--- config.mk ---
export PLATFORM = sky130hd
export DESIGN_NAME = alu_pipe_flat
export DESIGN_NICKNAME = d
export VERILOG_FILES = /design/src/rtl/alu_pkg.sv /design/src/rtl/alu_if.sv /design/src/rtl/alu_core.sv /design/src/rtl/alu_pipe.sv /design/src/flat_wrapper.sv
export SDC_FILE = /design/constraint.sdc
export NUM_CORES = 1
export LEC_CHECK = 0
export BUFFER_PORTS_ARGS = -buffer_cell sky130_fd_sc_hd__buf_2
export CORE_MARGIN = 8
export CORE_UTILIZATION = 25
export DETAILED_ROUTE_END_ITERATION = 8
export HOLD_SLACK_MARGIN = 0.1
export SLEW_MARGIN = 20
export SYNTH_ARGS = -nofsm -noshare
export SYNTH_HDL_FRONTEND = slang
export SYNTH_HIERARCHICAL = 1
export SYNTH_SLANG_ARGS = --single-unit
--- constraint.sdc ---
create_clock -name clk -period 6.3 [get_ports clk]
set_clock_uncertainty 0.2 [all_clocks]
set_input_delay 0.63 -clock clk [delete_from_list [all_inputs] [get_ports clk]]
set_output_delay 0.63 -clock clk [all_outputs]
set_load 0.01 [all_outputs]
--- src/rtl/alu_pkg.sv ---
// Shared opcode encodings and flag-vector layout for the pipelined ALU.
package alu_pkg;

  localparam int unsigned OP_W = 3;

  localparam logic [OP_W-1:0] OP_ADD = 3'b000;
  localparam logic [OP_W-1:0] OP_SUB = 3'b001;
  localparam logic [OP_W-1:0] OP_AND = 3'b010;
  localparam logic [OP_W-1:0] OP_OR  = 3'b011;
  localparam logic [OP_W-1:0] OP_XOR = 3'b100;
  localparam logic [OP_W-1:0] OP_NOT = 3'b101;
  localparam logic [OP_W-1:0] OP_SHL = 3'b110;
  localparam logic [OP_W-1:0] OP_SHR = 3'b111;

  localparam int unsigned FLAG_CARRY    = 0;
  localparam int unsigned FLAG_ZERO     = 1;
  localparam int unsigned FLAG_NEGATIVE = 2;
  localparam int unsigned FLAG_OVERFLOW = 3;
  localparam int unsigned NUM_FLAGS     = 4;

endpackage

--- src/rtl/alu_if.sv ---
// Operand and result handshakes of alu_pipe; master is the sequencer/sink side.
interface alu_if
  import alu_pkg::*;
#(
  parameter int unsigned WIDTH = 8
);
  logic             in_valid;
  logic             in_ready;
  logic [WIDTH-1:0] a;
  logic [WIDTH-1:0] b;
  logic [OP_W-1:0]  op;
  logic             use_acc;
  logic             out_valid;
  logic             out_ready;
  logic [WIDTH-1:0] result;
  logic             carry;
  logic             zero;
  logic             negative;
  logic             overflow;
  logic [WIDTH-1:0] acc;

  modport master (
    output in_valid, a, b, op, use_acc, out_ready,
    input  in_ready, out_valid, result, carry, zero, negative, overflow, acc
  );

  modport slave (
    input  in_valid, a, b, op, use_acc, out_ready,
    output in_ready, out_valid, result, carry, zero, negative, overflow, acc
  );

endinterface

--- src/rtl/alu_core.sv ---
// Purely combinational WIDTH-bit ALU: result plus carry/zero/negative/overflow.
module alu_core
  import alu_pkg::*;
#(
  parameter int unsigned WIDTH = 8
) (
  input  logic [WIDTH-1:0] a,
  input  logic [WIDTH-1:0] b,
  input  logic [OP_W-1:0]  op,
  output logic [WIDTH-1:0] result,
  output logic             carry,
  output logic             zero,
  output logic             negative,
  output logic             overflow
);

  logic [WIDTH:0] ext;

  always_comb begin
    ext      = '0;
    result   = '0;
    carry    = 1'b0;
    overflow = 1'b0;
    case (op)
      OP_ADD: begin
        ext      = {1'b0, a} + {1'b0, b};
        result   = ext[WIDTH-1:0];
        carry    = ext[WIDTH];
        overflow = (a[WIDTH-1] == b[WIDTH-1]) && (result[WIDTH-1] != a[WIDTH-1]);
      end
      OP_SUB: begin
        // Top bit of the widened difference is the unsigned borrow.
        ext      = {1'b0, a} - {1'b0, b};
        result   = ext[WIDTH-1:0];
        carry    = ext[WIDTH];
        overflow = (a[WIDTH-1] != b[WIDTH-1]) && (result[WIDTH-1] != a[WIDTH-1]);
      end
      OP_AND:  result = a & b;
      OP_OR:   result = a | b;
      OP_XOR:  result = a ^ b;
      OP_NOT:  result = ~a;
      OP_SHL: begin
        result = {a[WIDTH-2:0], 1'b0};
        carry  = a[WIDTH-1];
      end
      OP_SHR: begin
        result = {1'b0, a[WIDTH-1:1]};
        carry  = a[0];
      end
      default: result = '0;
    endcase
  end

  assign zero     = (result == '0);
  assign negative = result[WIDTH-1];

endmodule

--- src/rtl/alu_pipe.sv ---
// Two-stage ALU pipeline: S1 captures operands, S2 holds the computed result and flags.
module alu_pipe
  import alu_pkg::*;
#(
  parameter int unsigned WIDTH  = 8,
  parameter bit          ACC_EN = 1'b1
) (
  input logic   clk,
  input logic   rst,
  alu_if.slave  bus
);

  logic                 s1_valid_q;
  logic [WIDTH-1:0]     s1_a_q;
  logic [WIDTH-1:0]     s1_b_q;
  logic [OP_W-1:0]      s1_op_q;
  logic                 s1_use_acc_q;
  logic                 s2_valid_q;
  logic [WIDTH-1:0]     s2_result_q;
  logic [NUM_FLAGS-1:0] s2_flags_q;
  logic [WIDTH-1:0]     acc_q;

  logic                 s2_adv;
  logic                 s1_adv;
  logic                 in_fire;
  logic [WIDTH-1:0]     eff_a;
  logic [WIDTH-1:0]     core_result;
  logic [NUM_FLAGS-1:0] core_flags;

  assign s2_adv       = !s2_valid_q || bus.out_ready;
  assign s1_adv       = s1_valid_q && s2_adv;
  assign bus.in_ready = !rst && (!s1_valid_q || s2_adv);
  assign in_fire      = bus.in_valid && bus.in_ready;

  // acc is sampled as the beat enters S2, so a chained op sees its predecessor's result.
  assign eff_a = (ACC_EN && s1_use_acc_q) ? acc_q : s1_a_q;

  alu_core #(
    .WIDTH (WIDTH)
  ) u_core (
    .a        (eff_a),
    .b        (s1_b_q),
    .op       (s1_op_q),
    .result   (core_result),
    .carry    (core_flags[FLAG_CARRY]),
    .zero     (core_flags[FLAG_ZERO]),
    .negative (core_flags[FLAG_NEGATIVE]),
    .overflow (core_flags[FLAG_OVERFLOW])
  );

  always_ff @(posedge clk or posedge rst) begin
    if (rst) begin
      s1_valid_q   <= 1'b0;
      s1_a_q       <= '0;
      s1_b_q       <= '0;
      s1_op_q      <= '0;
      s1_use_acc_q <= 1'b0;
    end else if (in_fire) begin
      s1_valid_q   <= 1'b1;
      s1_a_q       <= bus.a;
      s1_b_q       <= bus.b;
      s1_op_q      <= bus.op;
      s1_use_acc_q <= bus.use_acc;
    end else if (s1_adv) begin
      s1_valid_q   <= 1'b0;
    end
  end

  always_ff @(posedge clk or posedge rst) begin
    if (rst) begin
      s2_valid_q  <= 1'b0;
      s2_result_q <= '0;
      s2_flags_q  <= '0;
    end else if (s1_adv) begin
      s2_valid_q  <= 1'b1;
      s2_result_q <= core_result;
      s2_flags_q  <= core_flags;
    end else if (bus.out_ready) begin
      s2_valid_q  <= 1'b0;
    end
  end

  always_ff @(posedge clk or posedge rst) begin
    if (rst) begin
      acc_q <= '0;
    end else if (ACC_EN && s1_adv) begin
      acc_q <= core_result;
    end
  end

  assign bus.out_valid = s2_valid_q;
  assign bus.result    = s2_result_q;
  assign bus.carry     = s2_flags_q[FLAG_CARRY];
  assign bus.zero      = s2_flags_q[FLAG_ZERO];
  assign bus.negative  = s2_flags_q[FLAG_NEGATIVE];
  assign bus.overflow  = s2_flags_q[FLAG_OVERFLOW];
  assign bus.acc       = acc_q;

endmodule

--- src/flat_wrapper.sv ---
// flat-port wrapper written by rule: the top's interface ports become plain ports
module alu_pipe_flat import alu_pkg::*;
#(
  parameter int unsigned WIDTH  = 8,
  parameter bit          ACC_EN = 1'b1
)
  (clk, rst, bus_in_valid, bus_a, bus_b, bus_op, bus_use_acc, bus_out_ready, bus_in_ready, bus_out_valid, bus_result, bus_carry, bus_zero, bus_negative, bus_overflow, bus_acc);
  alu_if #(.WIDTH(WIDTH)) bus_i ();
  input logic clk;
  input logic rst;
  input wire logic [$bits(bus_i.in_valid)-1:0] bus_in_valid;
  input wire logic [$bits(bus_i.a)-1:0] bus_a;
  input wire logic [$bits(bus_i.b)-1:0] bus_b;
  input wire logic [$bits(bus_i.op)-1:0] bus_op;
  input wire logic [$bits(bus_i.use_acc)-1:0] bus_use_acc;
  input wire logic [$bits(bus_i.out_ready)-1:0] bus_out_ready;
  output wire logic [$bits(bus_i.in_ready)-1:0] bus_in_ready;
  output wire logic [$bits(bus_i.out_valid)-1:0] bus_out_valid;
  output wire logic [$bits(bus_i.result)-1:0] bus_result;
  output wire logic [$bits(bus_i.carry)-1:0] bus_carry;
  output wire logic [$bits(bus_i.zero)-1:0] bus_zero;
  output wire logic [$bits(bus_i.negative)-1:0] bus_negative;
  output wire logic [$bits(bus_i.overflow)-1:0] bus_overflow;
  output wire logic [$bits(bus_i.acc)-1:0] bus_acc;
  assign bus_i.in_valid = bus_in_valid;
  assign bus_i.a = bus_a;
  assign bus_i.b = bus_b;
  assign bus_i.op = bus_op;
  assign bus_i.use_acc = bus_use_acc;
  assign bus_i.out_ready = bus_out_ready;
  assign bus_in_ready = bus_i.in_ready;
  assign bus_out_valid = bus_i.out_valid;
  assign bus_result = bus_i.result;
  assign bus_carry = bus_i.carry;
  assign bus_zero = bus_i.zero;
  assign bus_negative = bus_i.negative;
  assign bus_overflow = bus_i.overflow;
  assign bus_acc = bus_i.acc;
  alu_pipe #(.WIDTH(WIDTH), .ACC_EN(ACC_EN)) u_core (.clk(clk), .rst(rst), .bus(bus_i));
endmodule
==> impl_metrics.yaml <==
global_route:
  grtUsageTotal_pct: 9.247
  grt_pass1_vias: 2444
  grt_max_degree: 36
  grt_pass1_wl_um: 11990
  antenna_found_initial: 0
  grt-ovfl-total: 0
clocking:
  cts_root_buffer: "clkbuf_16"
  htree_levels: 2
  clk_pin_slew_ps: 50
  clockBufferDepth: 2
  clk_latency_ps: 280
  ctsHoldBuffers: 0
  cts_resized: 0
  cts.sinks: 34
  postCtsSetupBuffers: 0
  cts_buffers: 5
  tritoncts: "done"
routing:
  drc: 0
  met3_length_um: 186
  drt_iter0_markers: 153
  final_antenna_net_count: 0
  wl_met2_um: 3353
  finalWirelength_um: 7018
  dr.pass1.iters: 4
  vias: 2258
  wl_per_cell_um: 15.06
  viasPerCell: 4.845
  routed.top_layer: "met4"
  wl_met1_um: 3288
synthesis:
  synth_enable_flop_cells: 0
  synth.top_cell.area_share_pct: 28.17
  ys_seq_elements: 34
  syn-mean-instance-area_sq_um: 10.38
  synth_top_area_cell: "dfrtp_1"
  synth_nets: 341
  synth.area.top_cells: "dfrtp_1, ha_1, mux2_4"
  syn-instance-count: 291
  synthDistinctLibCells: 61
  yosysWarnings: 6
  async_flop_share_pct: 100.0
  synthFlopType: "dfrtp_1"
  synth.yosys.seq_area_share_pct: 28.17
  syn-cell-area_sq_um: 3020
die:
  dieArea_sq_um: 15850
  fp.dieW_um: 125.9
  coreArea_sq_um: 11910
  fp.dieH_um: 125.9
  start_util_pct: 25.36
  ios: 46
  rows: 40
power_and_ir_drop:
  clkPwrFrac_pct: 16.6
  p_seq_share_pct: 24.3
  combPwrFrac_pct: 59.1
  p_per_area_nw_per_um2: 407.7
  p_leak_nw: 1.600
  p_sw_share_pct: 42.05
  p_int_mw: 0.8017
  ir_worst_vdd_v: 0.0001674
  switchingPower_mw: 0.5817
place:
  routabilityCongestion: 0.8541
  port_buffers: 45
  dp_cells: 459
  dp_hpwl_um: 5359
setup_path:
  end_kind: "register"
  crit_path_start_kind: "register"
  cp.arrival_ps: 3810
  crit_type: "reg -> reg"
  crit_fanout: 9
  required_ps: 6320
sta:
  rsz0062_at_grt: "false"
  setup_violations: 0
  slew_headroom_pct: 35.81
  fmax_ghz: 0.2637
  hold_viol_final: 0
  drv_slew: 0
  fin_setup_tns_ps: 0
  post-route-period-util_pct: 60.19
  min_period_ps: 3792
  worstMarginPinSlew_ps: 962.8
final_layout:
  most-common-layout-cells: "buf_2, dfrtp_1, inv_1, ha_1, mux2_2"
  n_antenna_cell: 0
  register_area_sq_um: 850.8
  finalNetCount: 369
  nFillCells: 1250
  syn2layout_area_growth_pct: 12.34
  final_cells: 466
  drive_gt1_share_pct: 35.42
  final_common_cell: "buf_2"
  multi_input_area_sq_um: 1877
run_status:
  outcome: "completed"
hold_path:
  hp-class: "in -> async"
flow_run:
  maxCapViolations: 0
path summary, 6_finish.rpt:
kind | start | endpoint | slack, ps | depth (start not counted)
setup / recovery | u_core/s1_use_acc_q | u_core/s2_flags_q[1] | 2510 | 11
hold / removal | rst | u_core/s1_a_q[6] | 290 | 3
setup reg to reg | u_core/s1_use_acc_q | u_core/s2_flags_q[1] | 2510 | 11
hold reg to reg | u_core/s1_valid_q | u_core/bus.out_valid | 300 | 1
max in group asynchronous | rst | u_core/s1_op_q[1] | 5300 | 3
min in group clk | u_core/s1_valid_q | u_core/bus.out_valid | 300 | 1
Yosys cell counts, types with 3 or more instances:
library cell,n
nor3_1,5
o211ai_1,3
a21oi_1,8
buf_6,6
inv_1,26
o21a_1,3
mux2_2,21
nor2_1,17
mux2i_1,4
nand2b_1,6
o21ai_0,15
a211oi_1,4
nor2b_1,4
mux2_4,20
buf_2,3
nand2_1,10
mux4_2,6
clkbuf_1,7
dfrtp_1,34
a21o_1,3
ha_1,24
xor2_1,3
buf_4,11
flip-flops by register name (all words and copies together), names as in the netlist:
| name | count |
|---|---|
| u_core/bus.out_valid | 1 |
| u_core/bus.result | 8 |
| u_core/s1_a_q | 8 |
| u_core/s1_b_q | 8 |
| u_core/s1_op_q | 3 |
| u_core/s1_use_acc_q | 1 |
| u_core/s1_valid_q | 1 |
| u_core/s2_flags_q | 4 |
power groups by stage:
stage	combinational [mW]	clock (mW)	sequential, mW
CTS	0.818	0.236	0.338
global route	0.906	0.247	0.347
floorplan	0.659	0	0.334
global placement	0.803	0	0.339
finish	0.818	0.230	0.336
detailed placement	0.811	0	0.341
routing by layer:
layer | vias to the layer above | track usage [%]
met2 | 55 | 14.86
li1 | 1084 | -
met1 | 1105 | 11.86
met5 | - | 0
met3 | 14 | 1.097
met4 | 0 | 5.025
worst max-delay path, stage by stage, from the launching register on:
cell	delay, ps
dfrtp_1	540
mux2_2	430
inv_1	100
ha_1	220
inv_1	70
fa_1	430
mux4_2	500
a2111oi_0	350
o21ai_0	140
or4_4	430
nor4_2	140
mux2_2	180
through the flow:
stage / util, % / power (mW) / cell area (sq um) / hold slack, ps / setup slack (ps)
4_1_cts: 28.49 / 1.392 / 3393 / 300.8 / 2500
3_3_place_gp: 27.37 / 1.141 / 3261 / 266.1 / 2600
5_1_grt: 28.49 / 1.500 / 3393 / 323.9 / 2297
2_1_floorplan: - / 0.9932 / 3020 / 254.6 / 2867
3_5_place_dp: 27.37 / 1.152 / 3261 / 293.8 / 2514
6_report: 28.49 / 1.383 / 3393 / 287.1 / 2508
cell families (layout without fill, tap and decap cells):
| kind of cell | after synthesis | in the layout | share of synthesized area [%] |
|---|---|---|---|
| AOI/OAI and AO/OA | 59 | 59 | 13.46 |
| xor gates and xnor gates | 5 | 5 | 1.450 |
| adders and majority gates | 26 | 26 | 11.27 |
| buffers and inverters | 54 | 82 | 9.693 |
| DFF | 34 | 34 | 28.17 |
| muxes | 52 | 52 | 24.44 |
| and+or+nand+nor | 61 | 61 | 11.52 |
area by class of cell:
class	count	area share, %
multi-input combinational	203	55.31
inverter	27	2.987
timing repair buffer	48	7.301
sequential	34	25.07
clock buffer	7	3.909
tap	147	5.420
(Power assumes the default switching activity.)
